## config.mk

```make
export PLATFORM = sky130hd
export DESIGN_NAME = insn_queue
export DESIGN_NICKNAME = d
export VERILOG_FILES = /design/src/rtl/insn_queue.sv
export SDC_FILE = /design/constraint.sdc
export NUM_CORES = 1
export LEC_CHECK = 0
export ABC_CLOCK_PERIOD_IN_PS = 3500
export CORE_ASPECT_RATIO = 0.5
export CORE_UTILIZATION = 55
export CTS_CLUSTER_DIAMETER = 50
export CTS_CLUSTER_SIZE = 20
export DETAILED_ROUTE_END_ITERATION = 8
export GPL_TIMING_DRIVEN = 0
export PLACE_DENSITY = 0.78
export REMOVE_ABC_BUFFERS = 1
export SLEW_MARGIN = 30
export SYNTH_ARGS = -nofsm -noshare
export SYNTH_HDL_FRONTEND = slang
export SYNTH_SLANG_ARGS = --single-unit
```

## constraint.sdc

```tcl
create_clock -name clk -period 3.5 [get_ports clk]
set_clock_uncertainty 0.1 [all_clocks]
set_input_delay 0.875 -clock clk [delete_from_list [all_inputs] [get_ports clk]]
set_output_delay 0.875 -clock clk [all_outputs]
set_load 0.01 [all_outputs]
```

## src/rtl/insn_queue.sv

```systemverilog
// Instruction queue between fetch and decode.
// Circular buffer; flush and async reset empty it.
module insn_queue #(
  parameter int LEN_INSN      = 32,
  parameter int MEM_INSN_ADDR = 16,
  parameter int DEPTH         = 4
) (
  input  logic                     clk,
  input  logic                     rst,
  input  logic                     flush_i,
  input  logic                     valid_i,
  input  logic [LEN_INSN-1:0]      insn_i,
  input  logic [MEM_INSN_ADDR-1:0] addr_i,
  output logic                     stall_o,
  output logic                     valid_o,
  output logic [LEN_INSN-1:0]      insn_o,
  output logic [MEM_INSN_ADDR-1:0] addr_o,
  input  logic                     stall_i,
  output logic [$clog2(DEPTH):0]   count_o
);

  localparam int PW = $clog2(DEPTH);
  localparam int CW = PW + 1;

  typedef struct packed {
    logic [LEN_INSN-1:0]      insn;
    logic [MEM_INSN_ADDR-1:0] addr;
  } entry_t;

  entry_t        mem_q [DEPTH];
  logic [PW-1:0] wr_ptr_q, wr_ptr_d;
  logic [PW-1:0] rd_ptr_q, rd_ptr_d;
  logic [CW-1:0] count_q, count_d;
  logic          push, pop;
  entry_t        head;

  assign stall_o = (count_q == CW'(DEPTH));
  assign valid_o = (count_q != '0);
  assign count_o = count_q;

  assign push = valid_i && !stall_o && !flush_i;
  assign pop  = valid_o && !stall_i && !flush_i;

  always_comb begin
    wr_ptr_d = wr_ptr_q;
    rd_ptr_d = rd_ptr_q;
    count_d  = count_q;
    if (flush_i) begin
      wr_ptr_d = '0;
      rd_ptr_d = '0;
      count_d  = '0;
    end else begin
      if (push) wr_ptr_d = wr_ptr_q + PW'(1);
      if (pop)  rd_ptr_d = rd_ptr_q + PW'(1);
      unique case ({push, pop})
        2'b10:   count_d = count_q + CW'(1);
        2'b01:   count_d = count_q - CW'(1);
        default: count_d = count_q;
      endcase
    end
  end

  always_ff @(posedge clk or negedge rst) begin
    if (!rst) begin
      wr_ptr_q <= '0;
      rd_ptr_q <= '0;
      count_q  <= '0;
    end else begin
      wr_ptr_q <= wr_ptr_d;
      rd_ptr_q <= rd_ptr_d;
      count_q  <= count_d;
    end
  end

  // Storage needs no reset: an empty queue masks it.
  always_ff @(posedge clk) begin
    if (push) begin
      mem_q[wr_ptr_q] <= '{insn: insn_i, addr: addr_i};
    end
  end

  always_comb begin
    head = '0;
    if (valid_o) head = mem_q[rd_ptr_q];
  end

  assign insn_o = head.insn;
  assign addr_o = head.addr;

endmodule

```

==> impl_summary.md, run 1 <==
Cells and area
Relative to the synthesized area, the layout overhead comes to 24.6%. In the final layout, the share of cells above drive strength 1 is 0.209. The count of nets after finishing is 547. The number of antenna diodes in the final layout is 0.

At the end of the flow the core is filled with cells to 0.716.

Worst setup path
The startpoint of the worst setup timing path is rd_ptr_q[0]. Of all nets on the critical path, the largest fanout is 27. The launch instance of the worst register-to-register path is count_o[0]. The reg2reg setup slack is 1030 ps. The depth of the critical timing path with buffers and inverters included is 4. The capturing element type of the critical path is an output port. The startpoint-to-endpoint class of the critical path is reg2out. At the worst endpoint, the required time is approximately 2500 ps. The endpoint identified for the worst register-to-register timing path is count_o[1].

Walking the worst path, the cells encountered are buf_16, mux4_2, nor2b_4, clkdlybuf4s50_1. The worst endpoint data arrival time is between 2000 and 2500 ps. In this design, the stage delay of the slowest critical-path cell is 540 ps. The critical path's top delay family is buffers and inverters. The count of cells along the worst register-to-register path is 8.

The slowest library cell on the worst path is mux4_2. Together, buffers and inverters on the worst path number 2. The startpoint type of the worst setup path is a flip-flop. The end of the critical path is insn_o[2].

Floorplanning
The overall die height is 86.8 um. The core region area is ~14000 um2. For this design the top-level I/O count stands at 106.

The horizontal extent of the die is 172 um. The floorplan has 30 rows. For this configuration, the core starts out at a cell density of 0.574. The area enclosed by the die boundary is 14900 um2.

Global routing
Across every metal layer, demand over resource in global routing totals 0.200. The wire length of the first global-routing pass is 21500 um. Entering global routing, the biggest net connects between 40 and 50 pins. The initial antenna violation count is 0.

Global routing finished with a remaining overflow of 0. The via count of the first global-routing pass is 3988.

Timing
The final-report setup violation count is 0. The worst hold margin is 534 ps. The post-route worst setup slack is 199 ps. Measured against its own limit, the worst slew margin works out to 0.680. The final-report hold violation count came to 0. Timing would allow up to approximately 0.3 GHz. After layout, the minimum clock period comes to ~3300 ps. The final count of pins violating max slew is 0. The worst-margin pin slew is 468 ps. Setup repair after global routing left no endpoint under its margin.

The setup TNS after final layout is 0 ps. Dividing the final minimum period by the clock period gives 0.943.

Routing
The per-cell via count in the routed design is around 5.5. The iteration-0 DRC count of the detailed router is between 200 and 300. Once detail routing completed, the nets flagged for antenna violations numbered 0. After detailed routing, the total wire length is ~14000 um. The residual DRC count is 0. The pre-antenna-repair detailed-routing pass consisted of 4 iterations. The total via count after detailed routing is 3816. The routed length per instance is between 15 and 20 um.

Power
The sequential fraction of design power is 0.507. For this design the total switching power over the nets is 0.00120 W. The switching share of power is 0.223.

Of the total power, combinational logic draws 0.145. In this run the static leakage power is approximately 3.1 nW. The worst-case IR drop observed on VDD is around 370 uV. In this run the power density over the cells is approximately 550 nW/um2. The internal power is roughly 0.0042 W. Of the total power, the clock network draws 0.348.

Synthesis
The average instance in the mapped netlist occupies roughly 21 um2. The share of the Yosys chip area taken by registers is 0.751. After synthesis, the netlist uses 34 different library cells. The total number of yosys warnings is 0. Counting flops and latches in the post-synthesis netlist gives about 200. The netlist area before placement is a little under 8000 um2. The synthesized instance count is 369.

Clock tree
Clock-pin slew was measured on the worst setup and hold paths at ~70 ps. Buffers inserted during clock tree synthesis total 17. The clock reaches the later pin of the worst-skew pair after 420 ps. The number of H-tree levels is 4. The TritonCTS clock tree is yes.

Counting along the longest clock path gives a buffer depth of 2. The clock net sink count is around 200. The CTS root buffer is clkbuf_16. Gates resized during post-CTS repair numbered 0. The number of hold buffers added after CTS is 0. The post-CTS setup-driven buffer insertion count is 6.

Placement
The count of port buffers added during placement is around 110. The worst-case setup slack after placement is 264 ps. Summed over all nets, the half-perimeter wirelength after detailed placement is 8040 um. The weighted congestion at the end of routability-driven global placement is 0.698.

Hold path
The path type of the worst min-delay path is reg2reg.

Run status
The run finished with clean final reports.

Run
The count of max-cap constraint violations is 0.
worst register-to-register path, stage by stage, from the launching register on:
cell and delay [ps]:
dfrtp_1 530, nor3_4 390, buf_4 200, a2111oi_0 70, fa_1 540, inv_1 50
a211oi_1 180, o21ai_1 90, a211oi_1 240
cells in the final DEF, fill, tap and decap left out, types with 4 or more instances in the layout:
cell / Yosys / final
inv_1: 8 / 8
nor2_1: 7 / 7
a21oi_1: 6 / 6
buf_16: 0 / 4
dfrtp_1: 7 / 5
nor2b_1: 44 / 44
ha_1: 4 / 4
mux4_2: 48 / 48
buf_4: 2 / 5
and2_4: 0 / 4
clkbuf_16: 0 / 17
edfxtp_1: 192 / 192
clkdlybuf4s50_1: 0 / 105
nor2b_4: 6 / 6
area by class of cell:
cell class | instances | area, um2
Clock buffer | 20 | 437
Sequential cell | 199 | 5950
Fill cell | 868 | 3920
Timing Repair Buffer | 121 | 1310
Clock inverter | 12 | 125
Inverter | 8 | 30.0
Tap cell | 192 | 240
Multi-Input combinational cell | 142 | 1770
registers in the layout (all words and copies together), names as in the netlist:
register and flops:
count_o 3, rd_ptr_q 2, mem_q 192, wr_ptr_q 2
routing by layer:
layer / global-route usage / part of all wire / vias up
met5: 0 / 0 / -
met4: 0.0584 / 0.0079 / 0
met3: 0.0425 / 0.038 / 9
met2: 0.327 / 0.50 / 92
met1: 0.276 / 0.45 / 1989
li1: - / - / 1726
power groups by stage:
stage	clock (W)	sequential (W)	combinational (W)
CTS	0.00190	0.00273	0.000792
floorplan	0	0.00281	0.000347
detailed placement	0	0.00280	0.000744
global placement	0	0.00283	0.000679
global route	0.00200	0.00274	0.000836
finish	0.00188	0.00273	0.000781
synthesized netlist by cell type:
| master | number | share of area |
|---|---|---|
| edfxtp_1 | 192 | 0.73 |
| mux4_2 | 48 | 0.14 |
| nor2b_1 | 44 | 0.035 |
| buf_2 | 8 | 0.0051 |
| inv_1 | 8 | 0.0038 |
| dfrtp_1 | 7 | 0.022 |
| nor2_1 | 7 | 0.0033 |
| a21oi_1 | 6 | 0.0038 |
| nor2b_4 | 6 | 0.010 |
| and2_1 | 4 | 0.0032 |
| buf_12 | 4 | 0.010 |
| ha_1 | 4 | 0.0063 |
| a211oi_1 | 2 | 0.0019 |
| buf_4 | 2 | 0.0019 |
| buf_6 | 2 | 0.0028 |
| clkbuf_1 | 2 | 0.00095 |
| nor3_1 | 2 | 0.0013 |
| o21ai_0 | 2 | 0.0013 |
| o21ai_1 | 2 | 0.0013 |
| or3_1 | 2 | 0.0016 |
| xnor2_1 | 2 | 0.0022 |
| a2111oi_0 | 1 | 0.0011 |
| a22o_1 | 1 | 0.0011 |
| a22oi_1 | 1 | 0.00095 |
| buf_8 | 1 | 0.0019 |
| clkbuf_2 | 1 | 0.00063 |
| fa_1 | 1 | 0.0025 |
| mux2i_1 | 1 | 0.0013 |
| nand2_1 | 1 | 0.00047 |
| nand3b_1 | 1 | 0.00095 |
| nor3_2 | 1 | 0.0013 |
| nor3b_1 | 1 | 0.00095 |
| o211ai_1 | 1 | 0.00095 |
| o31ai_4 | 1 | 0.0027 |
kinds of logic (layout without fill, tap and decap cells):
family,after synthesis,count (layout),share of synthesized area
flops,199,199,0.751
simple gates,69,69,0.0582
mux,49,49,0.138
buf+inv,28,161,0.0272
compound gates,17,17,0.0150
fa+ha+maj,5,5,0.00885
xor+xnor,2,2,0.00221
stage by stage:
step	std cells	power, W	instance area [um2]
final	694	0.00539	9860
after global routing	694	0.00557	9860
after CTS	694	0.00543	9860
after detailed placement	656	0.00355	9250
after global placement	646	0.00351	9020
after floorplan	349	0.00316	7730
worst min path at each step:
stage               cells after the start     endpoint  slack [ps]        start
floorplan                               2  wr_ptr_q[1]         440  wr_ptr_q[1]
global placement                        2  wr_ptr_q[1]         470  wr_ptr_q[1]
detailed placement                      2  wr_ptr_q[1]         520  wr_ptr_q[1]
CTS                                     2  wr_ptr_q[1]         550  wr_ptr_q[1]
global route                            2  wr_ptr_q[1]         580  wr_ptr_q[1]
finish                                  2  wr_ptr_q[1]         530  wr_ptr_q[1]
No activity file was read; power rests on OpenSTA's default activity.
==> inputs of run 2 (changes only) <==
Settings changed: CORE_UTILIZATION 55 to 35, PLACE_DENSITY 0.78 to 0.53.
==> impl_summary.md, run 2 (synthesized netlist as in run 1, its figures left out) <==
Worst setup path
The depth of the critical timing path with buffers and inverters included was 5 (was 4). The buffer and inverter count on the worst path is 3 (was 2). The startpoint type of the worst setup path is a flip-flop (unchanged).

The launch instance of the worst register-to-register path is count_o[1] (was count_o[0]). The reg2reg setup slack is 1070 ps (was 1030 ps). The required time of the critical path is 2520 ps (about the same).

The capturing element type of the critical path is an output port (unchanged). Cell-by-cell trace of the critical path: buf_4, bufbuf_16, mux4_2, nor2b_1, clkdlybuf4s50_1 (was buf_16, mux4_2, nor2b_4, clkdlybuf4s50_1). The startpoint-to-endpoint class of the critical path was reg2out (unchanged). The worst endpoint data arrival time was 2420 ps (was 2330 ps).

The startpoint of the worst setup timing path is rd_ptr_q[0] (unchanged). The count of cells along the worst register-to-register path came to 8 (unchanged). The stage delay of the slowest cell on the critical path is 510 ps (was 540 ps). The slowest library cell on the worst path is mux4_2 (unchanged).

The maximum fanout encountered on the critical timing path is 14 (was 27). The critical path's top delay family is buffers and inverters (unchanged). The capturing point of the worst reg2reg path is count_o[1] (unchanged).

Floorplanning
The horizontal extent of the die is 215 um (was 172 um). The number of ports placed on the die boundary is 106 (unchanged). The standard-cell row count came to 38 (was 30). The initial cell density of the core is 0.361 (was 0.574).

The overall die height was 108 um (was 86.8 um). The area enclosed by the die boundary is 23300 um2 (was 14900 um2). The core region area is 21900 um2 (was 13800 um2).

Cells and area
The signed area change from the synthesized netlist to the final layout is 28.1% (was 24.6%). The summed area of non-filler cells in the final layout is 10100 um2 (was 9860 um2). Top library cells by usage in the layout, fill and taps aside: edfxtp_1 (192), clkdlybuf4s50_1 (105), mux4_2 (48) (unchanged). The count of placed standard cells in the final layout, fillers left out is 807 (was 694). The leading cell type in the layout, fill and taps excluded is edfxtp_1 (unchanged). The fraction of layout instances using a drive strength above 1 was 0.217 (was 0.209).

The register with the highest flop count is mem_q (unchanged). The filler cell count in the final layout is 1834 (was 868). The number of flip-flops under the largest register name came to 192 (unchanged). The share of the core filled with cells in the final layout is 0.463 (was 0.716).

The count of nets after finishing is 553 (was 547). The total inserted antenna cells is 0 (unchanged).

Power
The relative contribution of combinational cells to total power came to 0.148 (was 0.145). The sequential fraction of design power is 0.492 (was 0.507). The relative contribution of the clock network to total power is 0.360 (was 0.348). The internal power came to 0.00435 W (was 0.00419 W).

The worst voltage drop across the vdd grid was 270 uV (was 367 uV). The switching share of power is 0.217 (was 0.223). The total leakage power came to 3.21 nW (was 3.14 nW).

The net switching power is 0.00120 W (about the same). The power density of the placed cells is 547 nW/um2 (about the same).

Placement
The count of port buffers added during placement is 105 (unchanged). The number of placed instances, taps included was 766 (was 656). The total half-perimeter wirelength after legalization and detailed placement was 9260 um (was 8040 um).

The post-detailed-placement cell area came to 9420 um2 (was 9250 um2). The weighted congestion at the end of routability-driven global placement came to 0.677 (was 0.698).

Timing
The final worst-path cycle share is 0.971 (was 0.943). The final-report setup violation count came to 0 (unchanged). Setup repair after global routing missed its margin: no (unchanged). The final count of pins violating max slew is 0 (unchanged).

The post-layout minimum cycle time is 3400 ps (was 3300 ps). The worst-margin pin slew was 506 ps (was 468 ps). The fmax came to 0.294 GHz (was 0.303 GHz). The final-report hold violation count came to 0 (unchanged).

The worst hold margin was 544 ps (was 534 ps). The normalized max-slew margin is 0.654 (was 0.680).

Clock tree
The source-to-sink clock delay at the later pin of the worst-skew pair came to 420 ps (about the same). The CTS root buffer is clkbuf_16 (unchanged). The TritonCTS clock tree is yes (unchanged).

The clock net sink count is 199 (unchanged). The total clock buffers created by CTS was 17 (unchanged). The number of H-tree levels is 4 (unchanged). The maximum root-to-sink buffer count was 2 (unchanged). The CTS clock-pin slew for the worst setup and hold paths came to 60 ps (was 70 ps).

Routing
The routed length per instance was 19.2 um (was 19.8 um). The iteration-0 DRC count of the detailed router is 238 (was 264). The per-cell via count in the routed design is 4.70 (was 5.50). The residual DRC count is 0 (unchanged).

The total detailed-routing wirelength came to 15500 um (was 13800 um). The total via count after detailed routing is 3791 (was 3816). The antenna violation net count after detailed routing is 0 (unchanged). The total iterations of the first detailed-routing run came to 4 (unchanged).

Hold path
The path type of the worst min-delay path is reg2reg (unchanged). The launch instance of the worst min-delay path was wr_ptr_q[1] (unchanged). The worst hold path stage count was 2 (unchanged). The terminating pin of the worst hold path is wr_ptr_q[1] (unchanged).

Run status
Status: complete, no violations (unchanged).

Global routing
The overall overflow remaining after global route is 0 (unchanged). The overall fraction of global-route tracks in use is 0.141 (was 0.200). The initial antenna violation count came to 0 (unchanged). The via count of the first global-routing pass came to 4008 (was 3988). The pin count of the biggest net entering global routing is 37 (was 41).

The wire length of the first global-routing pass came to 23700 um (was 21500 um).

Run
The count of max-cap constraint violations came to 0 (unchanged).
run 2: cell types whose count changed in the layout (fill, tap and decap cells not counted):
cell,change
clkinvlp_4,-1
buf_8,-1
clkinv_2,+1
bufbuf_16,+1
bufinv_16,+2
buf_6,+1
buf_4,+3
clkbuf_16,+1
buf_12,-1
inv_6,-3
buf_16,+2
run 2: power groups by stage:
stage	Sequential (W)	Combinational, W	Clock [W]
after global routing	0.00274	0.000887	0.00213
after floorplan	0.00281	0.000347	0
after global placement	0.00284	0.000702	0
final	0.00273	0.000821	0.00200
after detailed placement	0.00279	0.000792	0
after CTS	0.00273	0.000822	0.00204
run 2: timing repair:
item / CTS / global route
resized for setup: 0 / 1
setup buffers: 3 / 5
pin swaps: 1 / 0
setup endpoints to repair: 31 / 17
gates cloned: 1 / 1
hold buffers: 0 / 0
run 2: how the worst max path moves through the flow:
stage,to,slack (ps)
after floorplan,count_o[1],-620
after global placement,addr_o[15],-2720
after detailed placement,addr_o[4],280
after CTS,addr_o[4],2
after global routing,addr_o[8],6
final,addr_o[8],100
run 2: per-layer routing:
layer	wire (um)	up-vias	track usage	share of wire
li1	-	1722	-	-
met1	7230	2003	0.189	0.47
met2	7680	53	0.228	0.50
met3	409	13	0.0295	0.026
met4	192	0	0.0520	0.012
met5	0	-	0	0
run 2: cell type report:
cell class                      count  area, um2  share of cell area
Clock buffer                       20        437              0.0431
Clock inverter                     11        156              0.0154
Inverter                            8       30.0             0.00296
Multi-Input combinational cell    142       1770               0.175
Sequential cell                   199       5950               0.587
Tap cell                          300        375              0.0370
Timing Repair Buffer              127       1420               0.140
run 2: worst min-delay path, cell delays in order (launching register included):
cell and delay (ps):
dfrtp_1 420, mux2i_1 100, nor2_1 80
run 2: per-stage QoR:
| step | TNS [ps] | worst slack [ps] | total power [W] |
|---|---|---|---|
| after floorplan | -14670 | -621 | 0.00316 |
| after global placement | -354650 | -2720 | 0.00354 |
| after detailed placement | 0 | 277 | 0.00358 |
| after CTS | 0 | 1.84 | 0.00560 |
| after global routing | 0 | 5.96 | 0.00575 |
| final | 0 | 101 | 0.00555 |
==> inputs of run 3 (changes only) <==
Settings changed: CORE_MARGIN set to 3.
==> impl_summary.md, run 3 (synthesized netlist as in run 1, its figures left out) <==
Clock tree
The CTS root buffer is clkbuf_16 (unchanged). The source-to-sink clock delay at the later pin of the worst-skew pair was 430 ps (was 420 ps). The total clock buffers created by CTS is 17 (unchanged). The maximum root-to-sink buffer count is 2 (unchanged).

The CTS clock-pin slew for the worst setup and hold paths came to 70 ps (was 60 ps). The TritonCTS clock tree is yes (unchanged). The number of H-tree levels is 4 (unchanged).

The number of gates resized after CTS is 0 (unchanged). The clock net sink count is 199 (unchanged).

Routing
The total iterations of the first detailed-routing run came to 5 (was 4). The routed length per instance came to 19.5 um (was 19.2 um). The antenna violation net count after detailed routing came to 0 (unchanged). The total detailed-routing wirelength came to 15600 um (was 15500 um).

The iteration-0 DRC count of the detailed router is 201 (was 238). The per-cell via count in the routed design is 4.68 (was 4.70). The total via count after detailed routing is 3757 (was 3791). The residual DRC count was 0 (unchanged).

Power
The power density of the placed cells is 551 nW/um2 (was 547 nW/um2). The internal power is 0.00433 W (was 0.00435 W). The total leakage power came to 3.17 nW (was 3.21 nW). The net switching power was 0.00122 W (was 0.00120 W). The switching share of power was 0.220 (was 0.217). The relative contribution of combinational cells to total power is 0.143 (was 0.148). The relative contribution of the clock network to total power is 0.365 (was 0.360).

The worst voltage drop across the vdd grid was 268 uV (was 270 uV). The sequential fraction of design power is 0.492 (about the same).

Placement
The weighted congestion at the end of routability-driven global placement came to 0.673 (was 0.677). The number of placed instances, taps included is 765 (was 766). The total half-perimeter wirelength after legalization and detailed placement is 9430 um (was 9260 um).

The count of port buffers added during placement came to 105 (unchanged).

Worst setup path
The count of cells along the worst register-to-register path was 8 (unchanged). The slowest library cell on the worst path is dfrtp_1 (was mux4_2). The maximum fanout encountered on the critical timing path came to 13 (was 14). The startpoint type of the worst setup path was a flip-flop (unchanged). The startpoint-to-endpoint class of the critical path is reg2out (unchanged). The stage delay of the slowest cell on the critical path is 530 ps (was 510 ps).

The required time of the critical path is 2520 ps (about the same). Cell-by-cell trace of the critical path: nor3_4, buf_8, buf_6, buf_8, nor2b_1, clkdlybuf4s50_1 (was buf_4, bufbuf_16, mux4_2, nor2b_1, clkdlybuf4s50_1). The reg2reg setup slack is 1050 ps (was 1070 ps). The worst endpoint data arrival time is 2360 ps (was 2420 ps). The library cell appearing most often on the critical path is buf_8. The capturing element type of the critical path is an output port (unchanged).

Floorplanning
The standard-cell row count is 38 (unchanged). The overall die height is 112 um (was 108 um). The number of ports placed on the die boundary is 106 (unchanged). The initial cell density of the core came to 0.361 (unchanged). The core region area is 21900 um2 (unchanged). The area enclosed by the die boundary came to 24600 um2 (was 23300 um2). The horizontal extent of the die was 219 um (was 215 um).

Global routing
The met3 capacity usage during global routing is 0.0335 (was 0.0295). The wire length of the first global-routing pass is 24100 um (was 23700 um). The overall fraction of global-route tracks in use came to 0.133 (was 0.141).

The routing usage on met2 is 0.219 (was 0.228). The most used routing layer is met2 (unchanged). The overall overflow remaining after global route is 0 (unchanged).

The global routing met1 resource utilization is 0.175 (was 0.189). The via count of the first global-routing pass was 4033 (was 4008). The initial antenna violation count was 0 (unchanged). The pin count of the biggest net entering global routing is 37 (unchanged).

Cells and area
The signed area change from the synthesized netlist to the final layout is 27.2% (was 28.1%). The register with the highest flop count is mem_q (unchanged). The number of flip-flops under the largest register name is 192 (unchanged).

The count of nets after finishing was 548 (was 553). The count of placed standard cells in the final layout, fillers left out was 802 (was 807). The total inserted antenna cells is 0 (unchanged). The share of the core filled with cells in the final layout was 0.459 (was 0.463). The fraction of layout instances using a drive strength above 1 is 0.213 (was 0.217).

The leading cell type in the layout, fill and taps excluded is edfxtp_1 (unchanged). Top library cells by usage in the layout, fill and taps aside: edfxtp_1 (192), clkdlybuf4s50_1 (105), mux4_2 (48) (unchanged).

Timing
The final-report hold violation count came to 0 (unchanged). The worst-margin pin slew came to 529 ps (was 506 ps). The final worst-path cycle share came to 0.953 (was 0.971).

The post-layout minimum cycle time is 3340 ps (was 3400 ps). The normalized max-slew margin was 0.638 (was 0.654). Setup repair after global routing missed its margin: no (unchanged). The final count of pins violating max slew is 0 (unchanged).

The fmax is 0.300 GHz (was 0.294 GHz). The final-report setup violation count is 0 (unchanged).

Hold path
The worst hold path stage count is 2 (unchanged). The path type of the worst min-delay path was reg2reg (unchanged).

Run
The count of max-cap constraint violations is 0 (unchanged).

Run status
Status: complete, no violations (unchanged).
## run 3: cell types whose count changed in the layout (fill, tap and decap cells not counted), moves of 2 or more
cell      delta
inv_6        +2
buf_12       +2
buf_16       -2
clkbuf_1     -3
buf_4        -4
## run 3: cell type report
type / instances / area, um2
clock buffers: 17 / 425
clock inverters: 14 / 180
fillers: 1856 / 11900
inverters: 8 / 30.0
multi-input cells: 142 / 1770
flip-flops and latches: 199 / 5950
well taps: 300 / 375
repair buffers: 122 / 1330
## run 3: timing repair
action / 4_1_cts / 5_1_grt
endpoints found under the hold margin: 0 / 0
pin swaps: 1 / 0
hold buffers: 0 / 0
buffers inserted: 5 / 1
endpoints found under the setup margin: 41 / 1
## run 3: power by group through the flow
stage	Clock, W	Sequential [W]	Combinational (W)
3_5_place_dp	0	0.00281	0.000766
3_3_place_gp	0	0.00284	0.000706
6_report	0.00203	0.00273	0.000791
2_1_floorplan	0	0.00281	0.000347
4_1_cts	0.00208	0.00273	0.000813
5_1_grt	0.00217	0.00274	0.000859
## run 3: stage by stage
step	area [um2]	hold slack [ps]	total power, W	worst slack, ps	TNS, ps
2_1_floorplan	7730	442	0.00316	-621	-14670
3_3_place_gp	9160	481	0.00354	-2710	-357430
5_1_grt	10100	547	0.00577	44.1	0
6_report	10100	507	0.00555	165	0
3_5_place_dp	9390	497	0.00357	168	0
4_1_cts	10000	513	0.00562	65.3	0
## run 3: critical path, delay by kind of cell (launching register included)
family	cells	cell delay, ps
buffers and inverters	4	1060
DFF	1	530
and+or+nand+nor	2	330
## run 3: metal layers
metal  vias to the layer above  routed length [um]
li1                       1720                   -
met3                        13                 545
met5                         -                   0
met2                        47                7680
met4                         0                 178
met1                      1977                7240
## run 3: worst paths after layout
path	start	endpoint
setup / recovery	count_o[0]	insn_o[7]
hold / removal	wr_ptr_q[1]	wr_ptr_q[1]
setup reg to reg	count_o[0]	count_o[1]
hold reg to reg	wr_ptr_q[1]	wr_ptr_q[1]
max in group asynchronous	rst	rd_ptr_q[1]
min in group asynchronous	rst	rd_ptr_q[0]
